## src/rtl/core_mem_pkg.sv

```systemverilog
// Shared definitions for the core's memory-side blocks: bus width defaults,
// response-owner encoding and byte-mask width helper.
package core_mem_pkg;

   localparam int unsigned DEF_ADDR_W = 32;
   localparam int unsigned DEF_DATA_W = 32;

   typedef enum logic [1:0] {
      OWN_NONE = 2'd0,
      OWN_INST = 2'd1,
      OWN_DATA = 2'd2
   } owner_e;

   function automatic int unsigned mask_w(input int unsigned data_w);
      return data_w / 8;
   endfunction

endpackage

```

## src/rtl/mem_port_arbiter.sv

```systemverilog
// Single-port memory arbiter between fetch and MEM stage: data-priority grant
// with a streak limit, combinational command drive, registered response owner.
module mem_port_arbiter
   import core_mem_pkg::*;
#(
   parameter int unsigned ADDR_W       = DEF_ADDR_W,
   parameter int unsigned DATA_W       = DEF_DATA_W,
   parameter int unsigned MAX_D_STREAK = 4
) (
   input  logic                        clk,
   input  logic                        rst_n,

   input  logic                        i_req,
   input  logic [ADDR_W-1:0]           i_addr,
   output logic                        i_gnt,
   output logic                        i_rvalid,
   output logic [DATA_W-1:0]           i_rdata,

   input  logic                        d_req,
   input  logic                        d_we,
   input  logic [ADDR_W-1:0]           d_addr,
   input  logic [DATA_W-1:0]           d_wdata,
   input  logic [mask_w(DATA_W)-1:0]   d_mask,
   output logic                        d_gnt,
   output logic                        d_rvalid,
   output logic [DATA_W-1:0]           d_rdata,

   output logic                        m_en,
   output logic                        m_we,
   output logic [ADDR_W-1:0]           m_addr,
   output logic [DATA_W-1:0]           m_wdata,
   output logic [mask_w(DATA_W)-1:0]   m_mask,
   input  logic [DATA_W-1:0]           m_rdata
);

   localparam logic [3:0] STREAK_MAX = 4'(MAX_D_STREAK);

   owner_e     owner, owner_next;
   logic [3:0] streak, streak_next;
   logic       d_win, i_win;

   // Raw decision feeds the state; port-visible grants are also gated by reset.
   always_comb begin
      d_win = d_req && (!i_req || (streak < STREAK_MAX));
      i_win = i_req && !d_win;
      d_gnt = rst_n && d_win;
      i_gnt = rst_n && i_win;
   end

   always_comb begin
      m_en    = i_gnt || d_gnt;
      m_we    = 1'b0;
      m_addr  = '0;
      m_wdata = '0;
      m_mask  = '0;
      if (d_gnt) begin
         m_we    = d_we;
         m_addr  = d_addr;
         m_wdata = d_wdata;
         m_mask  = d_we ? d_mask : '0;
      end else if (i_gnt) begin
         m_addr  = i_addr;
      end
   end

   always_comb begin
      owner_next = OWN_NONE;
      if (d_win) begin
         owner_next = OWN_DATA;
      end else if (i_win) begin
         owner_next = OWN_INST;
      end
   end

   always_comb begin
      streak_next = streak;
      if (i_win || !i_req) begin
         streak_next = '0;
      end else if (d_win && (streak < STREAK_MAX)) begin
         streak_next = streak + 4'd1;
      end
   end

   always_ff @(posedge clk or negedge rst_n) begin
      if (!rst_n) begin
         owner  <= OWN_NONE;
         streak <= '0;
      end else begin
         owner  <= owner_next;
         streak <= streak_next;
      end
   end

   assign i_rvalid = (owner == OWN_INST);
   assign d_rvalid = (owner == OWN_DATA);
   assign i_rdata  = m_rdata;
   assign d_rdata  = m_rdata;

endmodule
```

## config.mk

```make
export PLATFORM = sky130hd
export DESIGN_NAME = mem_port_arbiter
export DESIGN_NICKNAME = d
export VERILOG_FILES = /design/src/rtl/core_mem_pkg.sv /design/src/rtl/mem_port_arbiter.sv
export SDC_FILE = /design/constraint.sdc
export NUM_CORES = 1
export LEC_CHECK = 0
export BUFFER_PORTS_ARGS = -buffer_cell sky130_fd_sc_hd__buf_2
export CORE_AREA = 5 5 104 106
export CTS_CLUSTER_DIAMETER = 50
export CTS_CLUSTER_SIZE = 20
export DETAILED_ROUTE_END_ITERATION = 8
export DIE_AREA = 0 0 109 111
export PLACE_DENSITY = 0.46
export SLEW_MARGIN = 20
export SYNTH_ARGS = -nofsm -noshare
export SYNTH_HDL_FRONTEND = slang
export SYNTH_SLANG_ARGS = --single-unit
```

## constraint.sdc

```tcl
create_clock -name clk -period 3.2 [get_ports clk]
set_input_delay 0.16 -clock clk [delete_from_list [all_inputs] [get_ports clk]]
set_output_delay 0.16 -clock clk [all_outputs]
set_load 0.05 [all_outputs]
```

==> results of run 1 <==
-- final timing paths --
check / from / to / slack, ns / cells past startpoint
worst max-delay path: rst_n / m_mask[1] / 0.64 / 6
worst min-delay path: d_req / owner[1] / 0.21 / 2
worst max register to register: streak[3] / streak[1] / 2.17 / 2
worst min register to register: streak[0] / streak[0] / 0.43 / 1
max in group asynchronous: rst_n / streak[1] / 2.72 / 2
min in group asynchronous: rst_n / streak[3] / 0.31 / 2
-- where the power goes --
group,switching (uW),total (uW),internal [uW]
clock network,33.0,114,80.8
logic,234,341,107
registers,1.39,80.6,79.2
total,268,536,267
-- registers in the layout, summed over array words and instances, names as in the netlist --
| signal | cells |
|---|---|
| owner | 2 |
| streak | 4 |
-- metal layers --
metal / global-route usage [%] / routed length [um]
met1: 6.58 / 1650
met2: 13.3 / 2530
met3: 2.74 / 635
met4: 3.11 / 191
met5: 0 / 0
-- worst reg2reg max path, delay by kind of cell (launching register included) --
kind / cells / cell delay (ns)
and+or+nand+nor: 2 / 0.59
DFF: 1 / 0.38
-- cell usage in the layout (no fill, tap or decap) --
| master | n |
|---|---|
| buf_2 | 178 |
| and2_1 | 34 |
| a22o_1 | 32 |
| and3_1 | 6 |
| dfrtp_1 | 6 |
| nor2b_1 | 3 |
| clkbuf_8 | 3 |
| nand2_1 | 2 |
| o21ai_1 | 1 |
| and3_2 | 1 |
| nor3b_2 | 1 |
| nor2_4 | 1 |
| o21a_1 | 1 |
| nor2_1 | 1 |
| ha_1 | 1 |
| dlygate4sd3_1 | 1 |
| buf_4 | 1 |
| conb_1 | 1 |
-- layout make-up --
class	instances	share of cell area, %
Multi-Input combinational cell	85	32.9
Sequential cell	6	7.96
Timing Repair Buffer	180	48.1
Clock buffer	3	2.19
Tap cell	133	8.82
-- cell families (layout without fill, tap and decap cells) --
kind of cell	count (synthesis)	after routing	share of synthesized area [%]
adders and majority gates	1	1	0.940
and+or+nand+nor	49	49	22.9
other	1	1	0.282
buffers and inverters	75	183	42.6
AOI/OAI and AO/OA	34	34	22.0
DFF	6	6	11.3
-- stage by stage --
step	setup WS, ns	hold WS (ns)	area (um^2)	power (uW)
after floorplan	1.46	-0.136	1330	530
after global placement	1.02	0.00672	1830	423
after detailed placement	0.980	0.00870	1840	424
after CTS	0.564	0.205	1890	543
after global routing	0.485	0.228	1890	563
final	0.640	0.208	1890	536
==> reports/results.ini, run 1 <==
[run_status]
status=complete, no violations

[placement]
gp_congestion=0.729
numPortBuffers=178
hpwl_um=4370
dp_cells=403

[critical_path]
startpoint_type=primary input
slowest_stage=and3_2
max_stage_delay_ns=0.72
path_max_fanout=45
cp_data_required_time_ns=3.04
path_buf_inv=4
critPathTopFamily=buffers and inverters
cp-end-kind=primary output
critPathKind=primary input to primary output
cpMostUsedCell=buf_2
arrival_ns=2.40
cp_cell_sequence=dlygate4sd3_1, buf_2, and3_2, buf_4, and3_1, buf_2

[yosys]
synth_common_cells=buf_4, and2_1, a22o_1
async_reset_ff_share_pct=100
avgSynthCellArea_um2=8.02
synth_seq_cells=6
syn-num-nets=304
synth_area_leaders=buf_4, a22o_1, and2_1
yosysSeqAreaShare_pct=11.3
yosys.cell_types.count=16
synthCells=166
synth_edf_count=0
yosysMostFrequentCell=buf_4
yosys_warnings=0
netlist_area_um2=1330
synth_top_area_share_pct=36.1
synth_top_area_cell=buf_4
synth_flop_cell=dfrtp_1

[detailed_routing]
dr.pass1.iters=3
wire_per_inst_um=12.3
viasPerCell=3.68
num_vias=1499
ant_nets=0
routed_wl_um=5010
drtIter0Drc=55
drc=0

[floorplanning]
start_util_pct=13.7
die_h_um=111
placeableCoreArea_um2=9680
die_area_um2=12100
dieWidth_um=109
rows=36
pin_count=275

[sta]
drv_slew=0
max_freq_ghz=0.391
finalCritPeriodShare_pct=80.0
rsz0062_at_grt=no
period_minus_slack_ns=2.56
max_slew_margin_pct=49.8
worst_pin_slew_ns=0.753
hold_viol_final=0
tns_ns=0
fin_skew_ns=0.00157
finalSetupViolCount=0

[power_and_ir_drop]
p_leak_uw=0.00119
peakVddDrop_mv=0.153
p_per_area_nw_per_um2=284

[final_layout]
insertedDiodeCount=0
multi_input_area_um2=621
areaGrowthSynthToFinish_pct=41.7
num-fill-cells=1097
utilization_pct=19.5
seqCellArea_um2=150
drive_gt1_share_pct=67.5
nets=414
layoutNonFillerInstCount=407

[cts]
cts_buffer_depth=2
root_buffer=clkbuf_8
clk_latency_ns=0.22
clock-sinks=6
cts_resized=0
htreeDepth=1
cts_tree=done
path_clk_slew_ns=0.04
cts_buffers=3
postCtsSetupRepairBufs=0
hold_buffers=1

[global_routing]
grt_max_degree=46
antenna_found_initial=0
grt_use_total_pct=7.08
grt_pass1_vias=1504
grt_pass1_wl_um=7160
overflow=0

[flow_run]
maxCapViolations=0

[hold_path]
hold_path.class=primary input to register

Note: power is estimated with default switching activity, not from simulation.
==> run 2: changes to the inputs <==
--- a/config.mk
+++ b/config.mk
@@ -5,13 +5,14 @@
 export SDC_FILE = /design/constraint.sdc
 export NUM_CORES = 1
 export LEC_CHECK = 0
+export ABC_AREA = 1
 export BUFFER_PORTS_ARGS = -buffer_cell sky130_fd_sc_hd__buf_2
-export CORE_AREA = 5 5 104 106
+export CORE_AREA = 5 5 103 105
 export CTS_CLUSTER_DIAMETER = 50
 export CTS_CLUSTER_SIZE = 20
 export DETAILED_ROUTE_END_ITERATION = 8
-export DIE_AREA = 0 0 109 111
-export PLACE_DENSITY = 0.46
+export DIE_AREA = 0 0 108 110
+export PLACE_DENSITY = 0.51
 export SLEW_MARGIN = 20
 export SYNTH_ARGS = -nofsm -noshare
 export SYNTH_HDL_FRONTEND = slang
==> constraint.sdc (replaced) <==
create_clock -name clk -period 2.6 [get_ports clk]
set_input_delay 0.13 -clock clk [delete_from_list [all_inputs] [get_ports clk]]
set_output_delay 0.13 -clock clk [all_outputs]
set_load 0.05 [all_outputs]
==> run 2 against run 1 <==
  * Critical path type is now register to primary output
  * Sequential share of layout area fell by 1.2 points
  * Non-clock buffer count rose by 3
  * First-iteration DRC count rose by 85%
  * Clock skew barely moved
  * Sequential power rose by 24%
  * Clock power rose by 18%
  * Via count rose by 41%
  * Hold slack got worse by 0.15 ns
  * Final cell count rose by 28%
  * Cell area rose by 18%
  * Global-route usage rose by 2.5 points
==> reports/results.ini, run 2 <==
[sta]
fin_skew_ns=0.00162
period_minus_slack_ns=1.88
max_freq_ghz=0.532
worst_pin_slew_ns=0.678
finalCritPeriodShare_pct=72.3
max_slew_margin_pct=54.8
tns_ns=0
rsz0062_at_grt=no
finalSetupViolCount=0
drv_slew=0
hold_ws_ns=0.0553
hold_viol_final=0
timing.final.ws_setup_ns=0.719

[yosys]
yosysMostFrequentCell=buf_4
async_reset_ff_share_pct=100
avgSynthCellArea_um2=5.89
synth_top_area_cell=buf_4
synth_top_area_share_pct=30.0
synthCells=285
synth_area_leaders=buf_4, nand4_1, nand3_1
yosys_warnings=0
syn-num-nets=423
netlist_area_um2=1680
synth_seq_cells=6
synth_flop_cell=dfrtp_1
synth_edf_count=0
yosys.cell_types.count=18
synth_common_cells=buf_4, inv_1, nand2_1
yosysSeqAreaShare_pct=8.95

[critical_path]
cp_cell_sequence=nor2_1, a21oi_4, buf_4, nand3_1, nand2_1, buf_2
startpoint_type=register
path_max_fanout=34
cp_data_required_time_ns=2.47
slowest_stage=dfrtp_1
critPathKind=register to primary output
path_buf_inv=2
critPathTopFamily=buffers and inverters
max_stage_delay_ns=0.41
cp-end-kind=primary output
arrival_ns=1.75

[detailed_routing]
routed_wl_um=6530
viasPerCell=4.06
wire_per_inst_um=12.6
drtIter0Drc=102
dr.pass1.iters=4
drc=0
num_vias=2109
ant_nets=0

[final_layout]
layout_common_cells=buf_2, inv_1, nand2_1, nand3_1, nand4_1
areaGrowthSynthToFinish_pct=32.9
insertedDiodeCount=0
drive_gt1_share_pct=53.9
utilization_pct=23.3
final_common_cell=buf_2
largest-register=streak
top_regs=streak x4, owner x2
largest_reg_flops=4
num-fill-cells=1137
nets=526

[power_and_ir_drop]
switching_share_pct=53.8
p_per_area_nw_per_um2=317
peakVddDrop_mv=0.130
pwr-share-clk_pct=19.1
p_leak_uw=0.00151
power.switching_uw=381
share_comb_of_total_power_pct=66.8
p_int_uw=327
p_seq_share_pct=14.1

[floorplanning]
start_util_pct=17.6
rows=36
dieWidth_um=108
die_area_um2=11900
pin_count=275
die_h_um=110
placeableCoreArea_um2=9550

[global_routing]
antenna_found_initial=0
grt_max_degree=72
grt_pass1_vias=2114
overflow=0
grt_use_total_pct=9.55
grt_pass1_wl_um=9430

[flow_run]
maxCapViolations=0

[cts]
postCtsSetupRepairBufs=0
hold_buffers=0
cts_buffers=3
cts_tree=done
clk_latency_ns=0.22
root_buffer=clkbuf_8
htreeDepth=1
cts_buffer_depth=2
clock-sinks=6
path_clk_slew_ns=0.04
cts_resized=0

[hold_path]
hold_path.class=primary input to asynchronous set/reset pin

[placement]
gp_congestion=0.769
numPortBuffers=178
place_ws_ns=0.925
hpwl_um=5350

[run_status]
status=complete, no violations

-- run 2: through the flow --
stage	instances	instance area [um^2]	power, uW
floorplan	285	1680	688
global placement	516	2190	574
detailed placement	516	2190	579
CTS	519	2230	719
global route	519	2230	754
finish	519	2230	708
-- run 2: kinds of logic after synthesis --
kind of cell             count (synthesis)  share of synthesized area, %
adder cells (fa/ha/maj)                  1                         0.746
XOR/XNOR                                 1                         0.522
flip-flops                               6                          8.95
AO/OA/AOI/OAI                            3                          2.24
buffers and inverters                  126                          44.3
AND/OR/NAND/NOR                        147                          43.0
other                                    1                         0.223
-- run 2: worst paths after layout --
path | slack [ns] | start | cells past startpoint | endpoint
min | 0.06 | rst_n | 2 | owner[1]
max | 0.72 | streak[2] | 6 | m_addr[0]
max reg2reg | 1.46 | streak[3] | 4 | owner[1]
max in group asynchronous | 2.11 | rst_n | 2 | streak[1]
min in group clk | 0.26 | m_rdata[0] | 0 | i_rdata[0]
min reg2reg | 0.43 | streak[0] | 1 | streak[0]
-- run 2: area by class of cell --
cell class,count,area [um^2],share of cell area (%)
clock buffer,3,41.3,1.85
inverter,41,154,6.90
multi-input combinational,153,790,35.4
sequential,6,150,6.73
tap,133,166,7.46
timing repair buffer,183,928,41.6
-- run 2: per-layer routing --
metal  part of all wire [%]  track usage [%]
met2                     46             16.8
met3                     12             3.03
met5                      0                0
met4                    3.5             3.88
met1                     38             10.7
-- run 2: worst register-to-register path, stage by stage, from the launching register on --
cell	delay, ns
dfrtp_1	0.40
o21ai_4	0.17
buf_4	0.33
nand2_1	0.12
inv_1	0.07
-- run 2: power groups by stage --
stage | clock network (uW) | logic (uW) | registers (uW)
final | 135 | 473 | 99.9
after global routing | 146 | 508 | 100
after CTS | 142 | 477 | 99.9
after detailed placement | 0 | 477 | 101
after global placement | 0 | 474 | 101
after floorplan | 0 | 588 | 101
